### config.mk
export PLATFORM = sky130hd
export DESIGN_NAME = port_allocator
export DESIGN_NICKNAME = d
export VERILOG_FILES = /design/src/rtl/port_allocator.sv
export SDC_FILE = /design/constraint.sdc
export NUM_CORES = 1
export LEC_CHECK = 0
export BUFFER_PORTS_ARGS = -buffer_cell sky130_fd_sc_hd__buf_2
export CORE_UTILIZATION = 28
export DETAILED_ROUTE_END_ITERATION = 6
export SLEW_MARGIN = 20
export SYNTH_ARGS = -nofsm -noshare
export SYNTH_HDL_FRONTEND = slang
export SYNTH_SLANG_ARGS = --single-unit
### constraint.sdc
create_clock -name clk -period 4.1 [get_ports clk]
set_input_delay 0.41 -clock clk [delete_from_list [all_inputs] [get_ports clk]]
set_output_delay 0.41 -clock clk [all_outputs]
set_load 0.005 [all_outputs]
### src/rtl/port_allocator.sv
// Output-port allocator: round-robin lock of one input until its tail flit, with credit-based flow control.
// Optional lock watchdog is enabled by defining PORT_ALLOC_WATCHDOG_EN.
module port_allocator #(
    parameter int MAX_CREDITS = 4,
    parameter int TIMEOUT     = 16
) (
    input  logic       clk,
    input  logic       rst,
    input  logic [4:0] req,
    input  logic [4:0] tail,
    input  logic       credit_inc,
    output logic [4:0] grant,
    output logic [4:0] fire,
    output logic [3:0] credits,
    output logic       timeout
);

    typedef enum logic {
        IDLE,
        LOCKED
    } state_t;

    state_t     state_reg, state_next;
    logic [4:0] grant_reg, grant_next;
    logic [2:0] rr_ptr_reg, rr_ptr_next;
    logic [3:0] credits_reg, credits_next;

    logic       has_credit;
    logic       any_fire;
    logic [4:0] pick_oh;
    logic [2:0] owner_idx;
    logic       tail_release;
    logic       release_lock;
    logic [3:0] scan_idx;

    assign has_credit = (credits_reg != 4'd0);

    // A flit moves only from the current owner, and only while a downstream slot is free.
    generate
        for (genvar gi = 0; gi < 5; gi++) begin : g_fire
            assign fire[gi] = (state_reg == LOCKED) & grant_reg[gi] & req[gi] & has_credit;
        end
    endgenerate

    assign any_fire     = |fire;
    assign tail_release = any_fire & |(tail & grant_reg);

    // Round-robin pick: first requester at or above rr_ptr, wrapping modulo 5.
    always_comb begin
        pick_oh  = 5'd0;
        scan_idx = 4'd0;
        for (int k = 0; k < 5; k++) begin
            scan_idx = {1'b0, rr_ptr_reg} + 4'(k);
            if (scan_idx >= 4'd5) begin
                scan_idx = scan_idx - 4'd5;
            end
            if (pick_oh == 5'd0 && req[scan_idx[2:0]]) begin
                pick_oh[scan_idx[2:0]] = 1'b1;
            end
        end
    end

    always_comb begin
        owner_idx = 3'd0;
        for (int k = 0; k < 5; k++) begin
            if (grant_reg[k]) begin
                owner_idx = 3'(k);
            end
        end
    end

    // Simultaneous fire and return cancel; saturate at both ends.
    always_comb begin
        credits_next = credits_reg;
        if (any_fire && !credit_inc) begin
            credits_next = credits_reg - 4'd1;
        end else if (!any_fire && credit_inc && credits_reg < 4'(MAX_CREDITS)) begin
            credits_next = credits_reg + 4'd1;
        end
    end

`ifdef PORT_ALLOC_WATCHDOG_EN
    logic [7:0] wd_cnt_reg, wd_cnt_next;
    logic       timeout_reg, timeout_next;
    logic       wd_expire;

    // Counts consecutive stalled LOCKED cycles; idles at zero so entering LOCKED starts fresh.
    always_comb begin
        wd_cnt_next  = 8'd0;
        wd_expire    = 1'b0;
        timeout_next = 1'b0;
        if (state_reg == LOCKED && !any_fire) begin
            if (wd_cnt_reg == 8'(TIMEOUT - 1)) begin
                wd_expire    = 1'b1;
                timeout_next = 1'b1;
            end else begin
                wd_cnt_next = wd_cnt_reg + 8'd1;
            end
        end
    end

    always_ff @(posedge clk) begin
        if (rst) begin
            wd_cnt_reg  <= 8'd0;
            timeout_reg <= 1'b0;
        end else begin
            wd_cnt_reg  <= wd_cnt_next;
            timeout_reg <= timeout_next;
        end
    end

    assign release_lock = tail_release | wd_expire;
    assign timeout      = timeout_reg;
`else
    assign release_lock = tail_release;
    assign timeout      = 1'b0;
`endif

    always_comb begin
        state_next  = state_reg;
        grant_next  = grant_reg;
        rr_ptr_next = rr_ptr_reg;
        case (state_reg)
            IDLE: begin
                if (req != 5'd0 && has_credit) begin
                    state_next = LOCKED;
                    grant_next = pick_oh;
                end
            end
            LOCKED: begin
                if (release_lock) begin
                    state_next  = IDLE;
                    grant_next  = 5'd0;
                    rr_ptr_next = (owner_idx == 3'd4) ? 3'd0 : owner_idx + 3'd1;
                end
            end
            default: begin
                state_next = IDLE;
                grant_next = 5'd0;
            end
        endcase
    end

    always_ff @(posedge clk) begin
        if (rst) begin
            state_reg   <= IDLE;
            grant_reg   <= 5'd0;
            rr_ptr_reg  <= 3'd0;
            credits_reg <= 4'(MAX_CREDITS);
        end else begin
            state_reg   <= state_next;
            grant_reg   <= grant_next;
            rr_ptr_reg  <= rr_ptr_next;
            credits_reg <= credits_next;
        end
    end

    assign grant   = grant_reg;
    assign credits = credits_reg;

endmodule

==> run summary, run 1 <==
The run finished with clean final reports. The number of standard-cell rows in the floorplan is 31. The switching part of the total power came out at 37.1%. The floorplan step defined a die boundary enclosing 7910 um2. The highest clock rate came out at 0.270 GHz.

The total routing usage reported by global routing is 16.3%. The cell depth of the worst flop-to-flop path came out at 12. The horizontal die dimension is 88.9 um. Data arrives at the worst endpoint at 3840 ps. The initial cell density of the core is 29.0%. The hold violation count in the final report came out at 0. The slew at the pin closest to its max-slew limit came out at 813 ps.

The clock period minus final worst setup slack came out at 3710 ps. The max-slew violation count came out at 0. The first routing iteration left 171 violations.

Dividing the detail-routed wire length by the instance count gives 15.0 um. The register area came out at 262 um2. In this run the remaining antenna-violating nets after routing total 0. The combinational power share came out at 38.1%. The H-tree depth reported by CTS came out at 1. The detailed placer's ending HPWL is 4690 um.

The cell sitting at the root of the clock tree is a sky130_fd_sc_hd__clkbuf_8. The number of vias in the routed layout came out at 2289. The number of flip-flops and latches in the synthesized netlist came out at 13. The first-pass GRT wire length came out at 10200 um. Final hold analysis gives a worst-case slack of 450 ps. The cell-internal power is 270 uW.

The worst pin sits at a relative slew slack of 45.5%. STA classifies the critical path startpoint as a flop. The most critical setup path has its startpoint at rr_ptr_reg[1]. In this run the power spent charging and discharging nets is 159 uW. The final instance area came out at 2360 um2. After clock tree synthesis, the clock-pin slew on the worst setup and hold paths is 60 ps. In this run the critical register-to-register path is launched from rr_ptr_reg[1]. The yosys synthesis warning count came out at 0. The post-layout net count is 336. The most critical setup path has its endpoint at grant[1]. The area growth from synthesis to layout came out at 11.5%. The number of buffers on the longest clock path is 2.

The number of unique standard cell types used by synthesis came out at 73. The final setup violation count came out at 0. The endpoint identified for the worst register-to-register timing path is grant[1].

The path class of the tightest hold or removal check is input port to flop. The non-filler instance count after layout came out at 408. The gate count after technology mapping came out at 293. The number of primary I/O pins came out at 28. Registers are responsible for 34.8% of the overall power. Yosys mapped a number of flops with a built-in enable equal to 0. The leftover overflow at the end of global routing is 0. The congestion estimate from routability-driven global placement came to 0.923.

Averaged over all synthesized cells, the footprint is 7.22 um2. The type of the worst setup path is flop to flop. The number of cells after detailed placement is 404. The library cells used most frequently in the layout, excluding fill and tap cells, are sky130_fd_sc_hd__nor2_1, sky130_fd_sc_hd__a21oi_1, sky130_fd_sc_hd__buf_2. The final sum of negative setup slack came out at 0 ps. Setup repair after global routing left no endpoint under its margin. The initial antenna violation count is 0. The largest vdd supply drop is 157 uV. The fraction of final layout cells with drive strength greater than 1 came out at 17.5%. The cell area after placement came out at 2310 um2. The number of nets in the synthesized netlist came out at 319. The register-to-register setup slack is 390 ps. Summing internal, switching and leakage power gives 430 uW. The power density relative to cell area is 182 nW/um2.

The endpoint required time on the critical path is 4230 ps. The flip-flop count of the largest register after layout is 5. The clock network power share is 27.1%. The area inside the core boundary is 7290 um2. The number of fillers in the final layout came out at 820. The repair_antennas step left the layout with diodes totalling 0. In this run the static leakage power is 0.000933 uW.

The total clock buffers created by CTS is 3. The number of detailed-route iterations in the first pass came out at 5. The maximum net fanout on the critical path came out at 14. The clock latency reported for the late side of the worst-skew pair is 250 ps. The share of the cycle needed by the critical path after routing is 90.4%.

In this run the vertical extent of the chip is 88.9 um. The most frequent standard cell in the layout excluding fill and tap cells is sky130_fd_sc_hd__nor2_1. The element type at the critical path end is a flop. In the routed layout, each cell is associated on average with a via count of 5.61. After synthesis the cells add up to 2120 um2. For this run, the leading register cell type out of synthesis is sky130_fd_sc_hd__dfxtp_1.

The total wire length came out at 6100 um. After detailed routing, the number of remaining DRC violations is 0. The number of global-route vias before repair came out at 2072. For this run, asynchronously set or reset flops after synthesis account for 0%. Max-cap violations in this run came to 0.

The clock skew is 5.13 ps. The quantity of hold-fixing buffers added after cts is 0. The sequential fraction of the synthesis area is 12.3%. The clock net sink count came out at 13. The CTS tree is yes.

The maximum number of pins on one net before global-route repair came out at 28. The count of port buffers added during placement came out at 26. The area of the multi-input gates is 1710 um2.
power groups by stage:
stage / logic [uW] / registers, uW / clock network, uW
after floorplan: 120 / 148 / 0
after global placement: 161 / 152 / 0
after detailed placement: 161 / 152 / 0
after CTS: 162 / 149 / 120
after global routing: 185 / 151 / 126
final: 164 / 149 / 116
Yosys cell counts, types with 3 or more instances:
cell | number | share of area [%]
sky130_fd_sc_hd__a211oi_1 | 5 | 1.8
sky130_fd_sc_hd__a21o_1 | 5 | 1.8
sky130_fd_sc_hd__a21oi_1 | 27 | 6.4
sky130_fd_sc_hd__a221o_1 | 3 | 1.4
sky130_fd_sc_hd__a311oi_1 | 3 | 1.2
sky130_fd_sc_hd__a31oi_1 | 4 | 1.2
sky130_fd_sc_hd__and2_1 | 3 | 0.89
sky130_fd_sc_hd__and3_1 | 3 | 0.89
sky130_fd_sc_hd__buf_2 | 3 | 0.71
sky130_fd_sc_hd__clkbuf_1 | 12 | 2.1
sky130_fd_sc_hd__dfxtp_1 | 13 | 12
sky130_fd_sc_hd__ha_1 | 11 | 6.5
sky130_fd_sc_hd__inv_1 | 12 | 2.1
sky130_fd_sc_hd__mux2i_1 | 10 | 4.7
sky130_fd_sc_hd__nand2_1 | 23 | 4.1
sky130_fd_sc_hd__nand2b_1 | 12 | 3.5
sky130_fd_sc_hd__nand3_1 | 6 | 1.4
sky130_fd_sc_hd__nor2_1 | 34 | 6.0
sky130_fd_sc_hd__nor2b_1 | 3 | 0.89
sky130_fd_sc_hd__nor3_1 | 12 | 2.8
sky130_fd_sc_hd__nor3b_1 | 6 | 2.1
sky130_fd_sc_hd__nor4_1 | 3 | 0.89
sky130_fd_sc_hd__o21ai_0 | 5 | 1.2
sky130_fd_sc_hd__o21ai_1 | 3 | 0.71
sky130_fd_sc_hd__o21bai_1 | 3 | 1.1
sky130_fd_sc_hd__o22ai_1 | 3 | 0.89
sky130_fd_sc_hd__xnor2_1 | 4 | 1.7
through the flow:
stage	setup slack, ps	utilization (%)
final	395	32.4
after global routing	160	32.4
after CTS	287	32.3
after detailed placement	301	31.7
after global placement	293	31.7
after floorplan	621	-
layer usage:
layer / up-vias / wire [um] / global-route usage, %
li1: 1134 / - / -
met3: 18 / 274 / 2.77
met4: 0 / 172 / 4.84
met1: 1071 / 2820 / 22.1
met5: - / 0 / 0
met2: 66 / 2840 / 26.4
how the worst min path moves through the flow:
stage                     depth (start not counted)        from          to
after floorplan                                   2   state_reg   state_reg
after global placement                            2   state_reg   state_reg
after detailed placement                          2   state_reg   state_reg
after CTS                                         3  credit_inc  credits[3]
after global routing                              3  credit_inc  credits[3]
final                                             3  credit_inc  credits[3]
final cells by class:
class                           count  share of cell area, %
Sequential cell                    13                   11.1
Inverter                           13                   2.07
Tap cell                           99                   5.25
Timing Repair Buffer               31                   7.11
Multi-Input combinational cell    248                   72.6
Clock buffer                        4                   1.91
worst max-delay path: stages, from the launching register on:
cell                        delay [ps]
sky130_fd_sc_hd__dfxtp_2           490
sky130_fd_sc_hd__ha_1              230
sky130_fd_sc_hd__inv_1              50
sky130_fd_sc_hd__fa_1              460
sky130_fd_sc_hd__o21bai_1          330
sky130_fd_sc_hd__nand2_1           150
sky130_fd_sc_hd__a21oi_1           230
sky130_fd_sc_hd__nand2_1            90
sky130_fd_sc_hd__a221o_1           420
sky130_fd_sc_hd__a2111oi_4         490
sky130_fd_sc_hd__a21oi_1           170
sky130_fd_sc_hd__nor4bb_1          180
sky130_fd_sc_hd__o31a_1            310
kinds of logic (layout without fill, tap and decap cells):
group                      after synthesis  after routing  share of synthesized area [%]
DFF                                     13             13                           12.3
xor gates and xnor gates                 4              4                           1.66
adders and majority gates               13             13                           8.40
buffers and inverters                   32             48                           6.74
muxes                                   11             11                           5.26
and+or+nand+nor                        121            121                           29.5
AOI/OAI and AO/OA                       98             98                           36.0
other                                    1              1                          0.177
timing repair:
| item | CTS | global route |
|---|---|---|
| setup buffers | 0 | 0 |
| setup endpoints to repair | 0 | 2 |
| hold endpoints to repair | 0 | 0 |
| gates resized for setup | 0 | 1 |
Power figures use the tool's default switching activity.
==> run 2, diff against run 1 <==
Settings changed: CAP_MARGIN set to 20, CORE_MARGIN set to 1.5.
==> run 2 against run 1 <==
Clock-buffer cell count unchanged. Routed wire length increased by 2.1%. Clock power about the same. Maximum frequency increased by 0.33%. Sequential cell count unchanged. Total power increased by 0.69%. Sequential power about the same. First-iteration DRC count increased by 3.5%. Cell count unchanged. Global-route usage decreased by 0.67 points. Critical path type unchanged. Critical endpoint unchanged. Largest power group unchanged.
==> run summary, run 2 (synthesis gave the netlist of run 1 again) <==
The number of primary I/O pins came out at 28. The library cell used most frequently in the layout, excluding fill and tap cells, is sky130_fd_sc_hd__nor2_1. The clock period minus final worst setup slack came out at 3690 ps.

After clock tree synthesis, the clock-pin slew on the worst setup and hold paths is 60 ps. The vertical die dimension is 89.9 um. STA classifies the critical path startpoint as a flop. Once the floorplan was initialized, standard cells occupied 29.0% of the core. Measured against its own limit, the worst slew margin works out to 43.8%.

The total routing usage reported by global routing came out at 15.6%. The floorplan has 31 rows. The highest clock rate is 0.271 GHz. The routed via count divided by cell count is 5.59. The first TritonRoute pass finished after 4 iterations. The flip-flop count of the largest register after layout is 5.

No sink is reached through more buffers than the 2 on the longest clock path. Setup repair after global routing left no endpoint under its margin. The slew at the pin closest to its max-slew limit is 838 ps. The top cell types in the final layout, fill and taps aside, are sky130_fd_sc_hd__nor2_1, sky130_fd_sc_hd__a21oi_1, sky130_fd_sc_hd__buf_2. Walking the worst path, the cells encountered are ha_1 -> inv_1 -> fa_1 -> o21bai_1 -> nand2_1 -> a21oi_1 -> nand2_1 -> a221o_1 -> a2111oi_4 -> a21oi_1 -> nor4bb_1 -> o31a_1. For the worst setup path, the data required time is 4240 ps. In this run the horizontal extent of the chip is 89.9 um. The overall power is 433 uW. The final setup violation count is 0. The clock skew came out at 6.30 ps. The power density relative to cell area came out at 183 nW/um2. STA classifies the critical path endpoint as a flop.

The count of port buffers added during placement is 26. The area growth from synthesis to layout is 11.5%. The first-pass GRT wire length came out at 10500 um. The arrival time of the worst setup path is 3830 ps. The die covers 8090 um2. The last weighted congestion value of the routability-driven placer came out at 0.875. The CTS tree is yes.

The average routed wire per standard cell came out at 15.3 um. The worst-case IR drop observed on VDD is 159 uV. The maximum number of pins on one net before global-route repair came out at 28. Clock tree synthesis inserted a total of 3 buffers. The number of global-route vias before repair came out at 2191. The H-tree depth reported by CTS is 1. The quantity of hold-fixing buffers added after cts came out at 0. Wires add up to 6230 um. Summed over all layers, the global routing overflow is 0. The clock latency reported for the late side of the worst-skew pair came out at 250 ps. The post-layout net count is 336.

The initial antenna violation count came out at 0. The total setup buffers inserted after CTS is 0. The max-slew violation count is 0.

The fraction of final layout cells with drive strength greater than 1 is 17.5%. The largest stage delay on the critical path is 500 ps. 0 antenna diodes ended up in the layout. The area inside the core boundary came out at 7290 um2.

Once placement completed, the tool counted placed cells totaling 404. The non-filler instance count after layout came out at 408. Of all nets on the critical path, the largest fanout is 14. The CTS root buffer is sky130_fd_sc_hd__clkbuf_8. The number of vias in the routed layout came out at 2280. The run finished with clean final reports. The violation count after the first detailed-routing iteration came out at 177.

The detail route stage leaves a number of antenna-violating nets equal to 0. Once detailed placement completed, the half-perimeter wirelength came to 4870 um. The hold violation count in the final report is 0. Max-cap violations in this run came to 0.

The static leakage is 0.000933 uW. By startpoint and endpoint, the worst setup path is classified as flop to flop. The clock net sink count came out at 13. The final sum of negative setup slack came out at 0 ps. The share of the cycle needed by the critical path after routing came out at 90.1%. The path class of the tightest hold or removal check is input port to flop. The slowest stage of the critical path belongs to the cell sky130_fd_sc_hd__dfxtp_2. After detailed routing, the number of remaining DRC violations is 0.
-- run 2: through the flow --
stage	util (%)	area, um2	hold slack (ps)	worst slack [ps]
6_report	32.4	2360	463	407
5_1_grt	32.4	2360	466	186
4_1_cts	32.3	2360	458	296
3_5_place_dp	31.7	2310	518	307
3_3_place_gp	31.7	2310	506	361
2_1_floorplan	-	2120	483	621
-- run 2: critical path: cells and delay by family (launching register included) --
| family | cells | cell delay (ps) |
|---|---|---|
| AND/OR/NAND/NOR | 3 | 420 |
| AO/OA/AOI/OAI | 6 | 1940 |
| flip-flops | 1 | 500 |
| buffers and inverters | 1 | 50 |
| adder cells (fa/ha/maj) | 2 | 690 |
-- run 2: cell type report --
class                      count  area [um2]
clock buffer                   4        45.0
fill                         818        4930
inverter                      13        48.8
multi-input combinational    248        1710
sequential                    13         262
tap                           99         124
timing repair buffer          31         168
-- run 2: layer usage --
metal	wire length, um	track usage (%)
met4	95	5.29
met3	312	2.37
met5	0	0
met1	2830	20.1
met2	3000	26.6
-- run 2: worst paths after layout --
kind	to	start	slack [ps]	cells past startpoint
worst min register to register	state_reg	state_reg	530	2
worst min-delay path	credits[3]	credit_inc	460	3
worst max-delay path	grant[1]	rr_ptr_reg[1]	410	12
worst max register to register	grant[1]	rr_ptr_reg[1]	410	12
-- run 2: power by group --
part | internal, uW | total [uW] | switching [uW]
clock network | 68.8 | 118 | 49.6
logic | 66.8 | 165 | 98.2
registers | 135 | 149 | 14.2
-- run 2: what timing repair did --
| item | CTS | global route |
|---|---|---|
| gates resized for setup | 0 | 1 |
| endpoints found under the hold margin | 0 | 0 |
| setup endpoints to repair | 0 | 3 |
